### src/rtl/pc_controller_if.sv
// pc_controller_if: fetch handshake, instruction fields and datapath strobes between controller and datapath.
interface pc_controller_if;
  logic        imem_req;
  logic        imem_ready;
  logic [5:0]  opcode;
  logic        zero;
  logic [31:0] imm_ext;
  logic [25:0] jump_target;
  logic [31:0] current_pc;
  logic        pc_write;
  logic [31:0] next_pc;
  logic        ir_write;
  logic        alu_go;
  logic        mem_go;
  logic        rf_write;
  modport master (
    input  imem_ready, opcode, zero, imm_ext, jump_target, current_pc,
    output imem_req, pc_write, next_pc, ir_write, alu_go, mem_go, rf_write
  );
  modport slave (
    output imem_ready, opcode, zero, imm_ext, jump_target, current_pc,
    input  imem_req, pc_write, next_pc, ir_write, alu_go, mem_go, rf_write
  );
endinterface

### src/rtl/pc_controller.sv
// pc_controller: multi-cycle fetch/decode/execute sequencer with next-PC selection and retire counting.
module pc_controller #(
  parameter int unsigned MEM_TIMEOUT = 15
) (
  input  logic                   clk,
  input  logic                   rst_n,
  input  logic                   start,
  pc_controller_if.master        bus,
  output logic [2:0]             state,
  output logic [31:0]            instr_count,
  output logic                   halted,
  output logic                   fault
);
  typedef enum logic [2:0] {IDLE, FETCH, WAIT_MEM, DECODE, EXECUTE, MEMORY, WRITEBACK, HALT} state_t;
  localparam logic [5:0] OP_R = 6'h00, OP_LW = 6'h23, OP_SW = 6'h2B, OP_BEQ = 6'h04, OP_J = 6'h02, OP_HALT = 6'h3F;
  state_t      st;
  logic [7:0]  wait_cnt;
  logic [31:0] pc4;
  logic        is_r, is_lw, is_sw, is_beq, is_j, is_halt, to_exec, timeout;
  assign is_r    = bus.opcode == OP_R;
  assign is_lw   = bus.opcode == OP_LW;
  assign is_sw   = bus.opcode == OP_SW;
  assign is_beq  = bus.opcode == OP_BEQ;
  assign is_j    = bus.opcode == OP_J;
  assign is_halt = bus.opcode == OP_HALT;
  assign to_exec = is_r | is_lw | is_sw | is_beq;
  assign timeout = wait_cnt == 8'(MEM_TIMEOUT - 1);
  assign pc4 = bus.current_pc + 32'd4;
  assign bus.next_pc = is_j ? {pc4[31:28], bus.jump_target, 2'b00}
                     : (is_beq && bus.zero) ? pc4 + (bus.imm_ext << 2) : pc4;
  assign state        = st;
  assign halted       = st == HALT;
  assign bus.imem_req = st == FETCH || st == WAIT_MEM;
  assign bus.ir_write = st == WAIT_MEM && bus.imem_ready;
  assign bus.alu_go   = st == EXECUTE;
  assign bus.mem_go   = st == MEMORY;
  assign bus.rf_write = st == WRITEBACK;
  // Each path back to FETCH is the single retire point of its instruction.
  assign bus.pc_write = (st == DECODE && !is_halt && !to_exec) ||
                        (st == EXECUTE && !(is_r || is_lw || is_sw)) ||
                        (st == MEMORY && !is_lw) || st == WRITEBACK;
  always_ff @(posedge clk or negedge rst_n)
    if (!rst_n) begin
      st          <= IDLE;
      wait_cnt    <= '0;
      instr_count <= '0;
      fault       <= 1'b0;
    end else begin
      if (bus.pc_write) instr_count <= instr_count + 32'd1;
      case (st)
        IDLE:      st <= start ? FETCH : IDLE;
        FETCH: begin
          wait_cnt <= '0;
          st       <= WAIT_MEM;
        end
        WAIT_MEM:
          if (bus.imem_ready) st <= DECODE;
          else if (timeout) begin
            fault <= 1'b1;
            st    <= HALT;
          end else wait_cnt <= wait_cnt + 8'd1;
        DECODE:
          if (is_halt) st <= HALT;
          else if (to_exec) st <= EXECUTE;
          else begin
            fault <= fault | !is_j;
            st    <= FETCH;
          end
        EXECUTE:   st <= is_r ? WRITEBACK : (is_lw || is_sw) ? MEMORY : FETCH;
        MEMORY:    st <= is_lw ? WRITEBACK : FETCH;
        WRITEBACK: st <= FETCH;
        default:   st <= HALT;
      endcase
    end
endmodule

### src/flat_wrapper.sv
// flat-port wrapper written by rule: the top's interface ports become plain ports
module pc_controller_flat 
#(
  parameter int unsigned MEM_TIMEOUT = 15
)
  (clk, rst_n, start, state, instr_count, halted, fault, bus_imem_ready, bus_opcode, bus_zero, bus_imm_ext, bus_jump_target, bus_current_pc, bus_imem_req, bus_pc_write, bus_next_pc, bus_ir_write, bus_alu_go, bus_mem_go, bus_rf_write);
  pc_controller_if bus_i ();
  input  logic clk;
  input  logic rst_n;
  input  logic start;
  output logic [2:0] state;
  output logic [31:0] instr_count;
  output logic halted;
  output logic fault;
  input wire logic [$bits(bus_i.imem_ready)-1:0] bus_imem_ready;
  input wire logic [$bits(bus_i.opcode)-1:0] bus_opcode;
  input wire logic [$bits(bus_i.zero)-1:0] bus_zero;
  input wire logic [$bits(bus_i.imm_ext)-1:0] bus_imm_ext;
  input wire logic [$bits(bus_i.jump_target)-1:0] bus_jump_target;
  input wire logic [$bits(bus_i.current_pc)-1:0] bus_current_pc;
  output wire logic [$bits(bus_i.imem_req)-1:0] bus_imem_req;
  output wire logic [$bits(bus_i.pc_write)-1:0] bus_pc_write;
  output wire logic [$bits(bus_i.next_pc)-1:0] bus_next_pc;
  output wire logic [$bits(bus_i.ir_write)-1:0] bus_ir_write;
  output wire logic [$bits(bus_i.alu_go)-1:0] bus_alu_go;
  output wire logic [$bits(bus_i.mem_go)-1:0] bus_mem_go;
  output wire logic [$bits(bus_i.rf_write)-1:0] bus_rf_write;
  assign bus_i.imem_ready = bus_imem_ready;
  assign bus_i.opcode = bus_opcode;
  assign bus_i.zero = bus_zero;
  assign bus_i.imm_ext = bus_imm_ext;
  assign bus_i.jump_target = bus_jump_target;
  assign bus_i.current_pc = bus_current_pc;
  assign bus_imem_req = bus_i.imem_req;
  assign bus_pc_write = bus_i.pc_write;
  assign bus_next_pc = bus_i.next_pc;
  assign bus_ir_write = bus_i.ir_write;
  assign bus_alu_go = bus_i.alu_go;
  assign bus_mem_go = bus_i.mem_go;
  assign bus_rf_write = bus_i.rf_write;
  pc_controller #(.MEM_TIMEOUT(MEM_TIMEOUT)) u_core (.clk(clk), .rst_n(rst_n), .start(start), .bus(bus_i), .state(state), .instr_count(instr_count), .halted(halted), .fault(fault));
endmodule
### config.mk
export PLATFORM = sky130hd
export DESIGN_NAME = pc_controller_flat
export DESIGN_NICKNAME = d
export VERILOG_FILES = /design/src/rtl/pc_controller_if.sv /design/src/rtl/pc_controller.sv /design/src/flat_wrapper.sv
export SDC_FILE = /design/constraint.sdc
export NUM_CORES = 1
export LEC_CHECK = 0
export CORE_ASPECT_RATIO = 1.4
export CORE_MARGIN = 10
export CORE_UTILIZATION = 45
export DETAILED_ROUTE_END_ITERATION = 7
export GPL_TIMING_DRIVEN = 0
export PLACE_DENSITY = 0.87
export SYNTH_ARGS = -nofsm -noshare
export SYNTH_HDL_FRONTEND = slang
export SYNTH_SLANG_ARGS = --single-unit
### constraint.sdc
create_clock -name clk -period 4.4 [get_ports clk]
set_clock_uncertainty 0.05 [all_clocks]
set_input_delay 0.44 -clock clk [delete_from_list [all_inputs] [get_ports clk]]
set_output_delay 0.44 -clock clk [all_outputs]
set_load 0.01 [all_outputs]
# [Yosys cells after proc, flatten, opt, wreduce, memory -nomap -nowiden]
# Index checks and enable logic that the tools add are counted.
# W data, S select, Z words.
[classes] n_addsub=4 eq_ne=19 muxes=19 bitwise=4 n_reduce_logical=24
[op_table] op="$mux W32" n=2
[op_table] op="$add A32 B1 Y32 const B" n=1
[op_table] op="$add A32 B3 Y32 const B" n=1
[op_table] op="$add A32 B32 Y32" n=1
[op_table] op="$mux W3" n=7
[op_table] op="$pmux W3 S7" n=1
[op_table] op="$eq A6 B6 Y1 const B" n=3
[op_table] op="$mux W8" n=2
[op_table] op="$pmux W8 S2" n=1
[op_table] op="$eq A3 B3 Y1 const B" n=4
[op_table] op="$add A8 B1 Y8 const B" n=1
[op_table] op="$eq A8 B4 Y1 const B" n=1
[op_table] op="$ne A2 B2 Y1 const B" n=4
[op_table] op="$logic_or A1 B1 Y1" n=7
[op_table] op="$eq A3 B2 Y1 const B" n=2
[op_table] op="$eq A6 B2 Y1 const B" n=1
[op_table] op="$eq A6 B3 Y1 const B" n=1
[op_table] op="$logic_and A1 B1 Y1" n=6
[op_table] op="$logic_not A6 Y1" n=1
[op_table] op="$logic_not A1 Y1" n=5
[op_table] op="$mux W1" n=5
[op_table] op="$reduce_and A5 Y1" n=1
[op_table] op="$or A1 B1 Y1" n=4
[op_table] op="$reduce_bool A2 Y1" n=2
[op_table] op="other kinds (6)" n=6
[word_totals] reg_bits=44 input_bits=101 wordCells=74

# [Depth between registers and ports, before layout]
[logic_depth] ltp_word=9 mapped_depth=17 depth_no_buf=15

# [Least setup slack after synthesis]
# No wires, ideal clock.
[synth_path] path_kind="in2out" start="input bus_current_pc[5]" end="output bus_next_pc[29]" t_arrival_ps=3491 t_required_ps=3910 setup_slack_ps=419 cell_stages=15 cell_sequence="and4_1 -> clkbuf_1 -> and3_1 -> clkbuf_1 -> nand2_1 -> xnor2_1 -> ha_1 -> nand2_1 -> nor2_1 -> a211oi_1 -> o21bai_1 -> a211o_1 -> a31oi_1 -> mux2_2 -> o21ai_0"
[synth_between] elab_chain_len=4
[synth_lines] element="from (decl)" line="flat_wrapper.sv:20" text="input wire logic [$bits(bus_i.current_pc)-1:0] bus_current_pc;"
[synth_lines] element="$add A32 B3 Y32 (*)" line="pc_controller.sv:28" text="assign pc4 = bus.current_pc + 32'd4;"
[synth_lines] element="$add A32 B32 Y32" line="pc_controller.sv:30" text=": (is_beq && bus.zero) ? pc4 + (bus.imm_ext << 2) : pc4;"
[synth_lines] element="$mux W32" line="pc_controller.sv:30"
[synth_lines] element="$mux W32 (*)" line="pc_controller.sv:29" text="assign bus.next_pc = is_j ? {pc4[31:28], bus.jump_target, 2'b00}"
[synth_lines] element="to (decl)" line="flat_wrapper.sv:23" text="output wire logic [$bits(bus_i.next_pc)-1:0] bus_next_pc;"
# Mark *: on every way between the ends. The rest lies on a longest branch, timed or not.

# [Worst setup path in the final report]
[layout_path] start="input bus_current_pc[11]" end="output bus_next_pc[31]"
# The elaborated chain is that of the path after synthesis.

==> metrics.txt <==
# TYPE chip_impl_metric gauge
chip_impl_metric{name="timing.final.hold_violations",unit=""} 0
chip_impl_metric{name="initial_core_utilization",unit="%"} 45.6
chip_impl_metric{name="syn_nets",unit=""} 760
chip_impl_metric{name="sw_frac_of_total",unit="%"} 37.6
chip_impl_metric{name="finalMaxSlewViolations",unit=""} 0
chip_impl_metric{name="power.density_cell_area",unit="nW/um^2"} 261
chip_impl_metric{name="layout-drive-gt1-share",unit="%"} 17.7
chip_impl_metric{name="postSynth.asyncResetShare",unit="%"} 100
chip_impl_metric{name="first_global_vias",unit=""} 6079
chip_impl_metric{name="register_bit_total_from_synthesis",unit=""} 44
chip_impl_info{name="root_buffer",value="sky130_fd_sc_hd__clkbuf_16"} 1
chip_impl_metric{name="htree_levels",unit=""} 2
chip_impl_info{name="worst_setup_path_start_kind",value="input pin"} 1
chip_impl_metric{name="grt_antenna_before_repair",unit=""} 0
chip_impl_metric{name="clk_path_buf_depth",unit=""} 2
chip_impl_metric{name="count_of_flip_flops_with_a_built_in_enable_after_synthesis",unit=""} 0
chip_impl_metric{name="design.portCount",unit=""} 176
chip_impl_metric{name="syn2layout_area_growth",unit="%"} 57.4
chip_impl_metric{name="synth_cell_types",unit=""} 58
chip_impl_metric{name="finalCritPeriodShare",unit="%"} 98.1
chip_impl_metric{name="timing.reg2reg.setup_slack",unit="ns"} 1.51
chip_impl_info{name="status",value="finished clean"} 1
chip_impl_info{name="yosysTopAreaCell",value="sky130_fd_sc_hd__dfrtp_1"} 1
chip_impl_metric{name="min_period",unit="ns"} 4.31
chip_impl_metric{name="route.antenna.remaining_nets",unit=""} 0
chip_impl_metric{name="report.final.setup_viol",unit=""} 0
chip_impl_metric{name="fmax",unit="MHz"} 232
chip_impl_metric{name="core",unit="sq um"} 10800
chip_impl_info{name="critical_path_class",value="input pin to output port"} 1
chip_impl_metric{name="power.share.sequential",unit="%"} 26.0
chip_impl_metric{name="worstPathArrival",unit="ns"} 3.82
chip_impl_metric{name="cpPeakStageDelay",unit="ns"} 0.34
chip_impl_metric{name="worstMarginPinSlew",unit="ns"} 0.988
chip_impl_metric{name="power_frac_comb",unit="%"} 51.3
chip_impl_metric{name="clock_network_power_share",unit="%"} 22.7
chip_impl_metric{name="post_drt_wl_per_cell",unit="um"} 21.6
chip_impl_metric{name="netlist_area",unit="sq um"} 4900
chip_impl_metric{name="number_of_instances_in_the_synthesized_netlist",unit=""} 618
chip_impl_metric{name="sw_power",unit="uW"} 758
chip_impl_metric{name="timing.max_cap.violations",unit=""} 0
chip_impl_metric{name="hpwlAfterDp",unit="um"} 16100
chip_impl_metric{name="clock_sinks",unit=""} 44
chip_impl_metric{name="post-synth-top-area-fraction",unit="%"} 22.5
chip_impl_metric{name="yosysSeqAreaShare",unit="%"} 22.5
chip_impl_metric{name="gp_routability_congestion",unit=""} 0.993
chip_impl_metric{name="vias_per_cell",unit=""} 6.01
chip_impl_metric{name="floorplan.rows",unit=""} 45
chip_impl_metric{name="total_power",unit="mW"} 2.02
chip_impl_metric{name="n_antenna_cell",unit=""} 0
chip_impl_metric{name="mapped_avg_cell_area",unit="sq um"} 7.93
chip_impl_info{name="synth-main-ff-cell",value="sky130_fd_sc_hd__dfrtp_1"} 1
chip_impl_metric{name="slew_headroom",unit="%"} 33.7
chip_impl_info{name="critical_path.slowest_cell",value="sky130_fd_sc_hd__ha_1"} 1
chip_impl_metric{name="die_width",unit="um"} 108
chip_impl_metric{name="setup_tns",unit="ns"} 0
chip_impl_metric{name="worstPathRequired",unit="ns"} 3.91
chip_impl_metric{name="detailedRoute.firstIterationViolations",unit=""} 466
chip_impl_metric{name="die_height",unit="um"} 143
chip_impl_metric{name="remaining_drc_errors",unit=""} 0
chip_impl_metric{name="grt_first_pass_wirelength",unit="um"} 31900
chip_impl_metric{name="grt.overflow.total",unit=""} 0
chip_impl_metric{name="cts_inserted_buffers",unit=""} 5
chip_impl_metric{name="drt_wl_total",unit="um"} 20900
chip_impl_metric{name="worstSkewPairLatency",unit="ns"} 0.29
chip_impl_metric{name="yosys_warnings",unit=""} 0
chip_impl_info{name="cts_tree",value="built"} 1
chip_impl_info{name="synth_area_leaders",value="sky130_fd_sc_hd__dfrtp_1 (22%), sky130_fd_sc_hd__xnor2_1 (11%), sky130_fd_sc_hd__ha_1 (10%)"} 1
chip_impl_metric{name="first_pass_iters",unit=""} 5
chip_impl_info{name="worstReg2RegEnd",value="u_core.instr_count[18]"} 1
chip_impl_metric{name="ctsHoldBuffers",unit=""} 0
chip_impl_metric{name="dr_total_vias",unit=""} 5815
chip_impl_metric{name="grt_max_degree",unit=""} 45
chip_impl_metric{name="r2r.worst_path.cells",unit=""} 8
chip_impl_metric{name="vdd_drop_max",unit="mV"} 0.474
chip_impl_info{name="reg2reg_from",value="u_core.instr_count[3]"} 1
chip_impl_info{name="worst_hold_path_type",value="input pin to async pin"} 1
chip_impl_metric{name="clk_pin_slew_worst_paths",unit="ns"} 0.06
chip_impl_metric{name="worstPathMaxFanout",unit=""} 4
chip_impl_metric{name="p_int",unit="mW"} 1.26
chip_impl_metric{name="buffer_ports.inserted",unit=""} 172
chip_impl_metric{name="fp.dieArea",unit="sq um"} 15500
chip_impl_metric{name="nets",unit=""} 968
chip_impl_info{name="worstPathCellList",value="clkdlybuf4s15_1, and4_4, and3_4, buf_12, and3_1, nand4_1, xnor2_2, ha_1, nand2_1, o21bai_1, o31ai_2, o21ai_0, and4b_1, a41oi_1, a21boi_2, xnor2_1, buf_2"} 1
chip_impl_info{name="cp-end-kind",value="output port"} 1
chip_impl_metric{name="groute.usage.overall",unit="%"} 25.8
chip_impl_metric{name="power.static_leakage",unit="nW"} 3.32
## power groups by stage
stage | sequential (mW) | combinational, mW | clock [mW]
2_1_floorplan | 0.535 | 0.503 | 0
3_3_place_gp | 0.524 | 0.906 | 0
3_5_place_dp | 0.530 | 0.932 | 0
4_1_cts | 0.524 | 1.00 | 0.462
5_1_grt | 0.537 | 1.11 | 0.476
6_report | 0.525 | 1.03 | 0.457
## registers in the layout, indices dropped and copies added (netlist names)
signal	flops
u_core.fault	1
u_core.instr_count	32
u_core.state	3
u_core.wait_cnt	8
## cells by family (layout without fill, tap and decap cells)
kind of cell,Yosys count,in the layout,share of synthesized area (%)
DFF,44,44,22.5
adders and majority gates,41,41,10.6
and+or+nand+nor,236,236,25.4
AOI/OAI and AO/OA,169,169,22.0
buffers and inverters,38,247,3.22
xor gates and xnor gates,86,86,15.4
muxes,4,4,0.868
## how the worst max path moves through the flow
stage | from | end | slack (ns)
after floorplan | bus_current_pc[5] | bus_next_pc[29] | 0.42
after global placement | bus_current_pc[7] | bus_next_pc[31] | -1.64
after detailed placement | bus_current_pc[7] | bus_next_pc[31] | -1.63
after CTS | bus_current_pc[15] | bus_next_pc[31] | -0.15
after global routing | bus_current_pc[11] | bus_next_pc[31] | -0.02
final | bus_current_pc[11] | bus_next_pc[31] | 0.09
## cell type report
class	instances	area [sq um]
Fill cell	787	3040
Clock inverter	1	30.0
Sequential cell	44	1100
Multi-Input combinational cell	536	4140
Timing Repair Buffer	206	1960
Inverter	16	60.1
Clock buffer	7	153
Tap cell	141	176
Buffer	17	88.8
## Yosys cell counts (5+ instances only)
cell and count:
sky130_fd_sc_hd__xor2_1 24, sky130_fd_sc_hd__nor4_1 6, sky130_fd_sc_hd__nand2_1 58, sky130_fd_sc_hd__and3_1 16
sky130_fd_sc_hd__dfrtp_1 44, sky130_fd_sc_hd__nand3_1 38, sky130_fd_sc_hd__and2_1 5, sky130_fd_sc_hd__a21o_1 8
sky130_fd_sc_hd__inv_1 16, sky130_fd_sc_hd__o31ai_1 7, sky130_fd_sc_hd__ha_1 40, sky130_fd_sc_hd__and4_1 7
sky130_fd_sc_hd__xnor2_1 62, sky130_fd_sc_hd__nor2b_1 7, sky130_fd_sc_hd__o21bai_1 6, sky130_fd_sc_hd__a21oi_1 48
sky130_fd_sc_hd__o21ai_0 35, sky130_fd_sc_hd__a31oi_1 6, sky130_fd_sc_hd__nand4_1 14, sky130_fd_sc_hd__a22oi_1 13
sky130_fd_sc_hd__clkbuf_1 18, sky130_fd_sc_hd__o21a_1 5, sky130_fd_sc_hd__nor2_1 42, sky130_fd_sc_hd__o22ai_1 13
sky130_fd_sc_hd__nor3_1 16
## cell usage in the layout (no fill, tap or decap), types with 13 or more instances in the layout
cell | netlist | routed
sky130_fd_sc_hd__dfrtp_1 | 44 | 44
sky130_fd_sc_hd__xnor2_1 | 62 | 53
sky130_fd_sc_hd__buf_4 | 0 | 31
sky130_fd_sc_hd__a21oi_1 | 48 | 42
sky130_fd_sc_hd__nor2_1 | 42 | 38
sky130_fd_sc_hd__xor2_1 | 24 | 21
sky130_fd_sc_hd__ha_1 | 40 | 30
sky130_fd_sc_hd__dlygate4sd2_1 | 0 | 13
sky130_fd_sc_hd__a22oi_1 | 13 | 13
sky130_fd_sc_hd__nand2_1 | 58 | 52
sky130_fd_sc_hd__inv_1 | 16 | 16
sky130_fd_sc_hd__clkdlybuf4s50_1 | 0 | 132
sky130_fd_sc_hd__o21ai_0 | 35 | 32
sky130_fd_sc_hd__nand3_1 | 38 | 33
sky130_fd_sc_hd__nand4_1 | 14 | 14
## worst max-delay path, delay by kind of cell
kind / cells / cell delay [ns]
compound gates: 5 / 1.01
xor+xnor: 2 / 0.38
fa+ha+maj: 1 / 0.34
buf+inv: 3 / 0.49
simple gates: 6 / 1.16
## stage by stage
step           instance area [sq um]  utilization [%]  std cells  setup WS, ns  hold slack (ns)
2_1_floorplan                   4900                -        618         0.419           0.0944
3_3_place_gp                    6800             63.2        931         -1.64            0.412
3_5_place_dp                    6810             63.4        932         -1.63            0.385
4_1_cts                         7530             70.0        960        -0.150           0.0757
5_1_grt                         7710             71.7        968       -0.0201           0.0801
6_report                        7710             71.7        968        0.0853           0.0676
## what timing repair did
action / in CTS / in global routing
pin swaps: 29 / 26
endpoints found under the setup margin: 22 / 16
resized for setup: 123 / 58
buffers inserted: 25 / 8
## routing by layer
layer  track usage [%]  share of wire, %
met1              27.0                37
met2              47.1                52
met3              6.59               8.1
met4              11.1               3.6
met5                 0                 0
No activity file was read; power rests on OpenSTA's default activity.
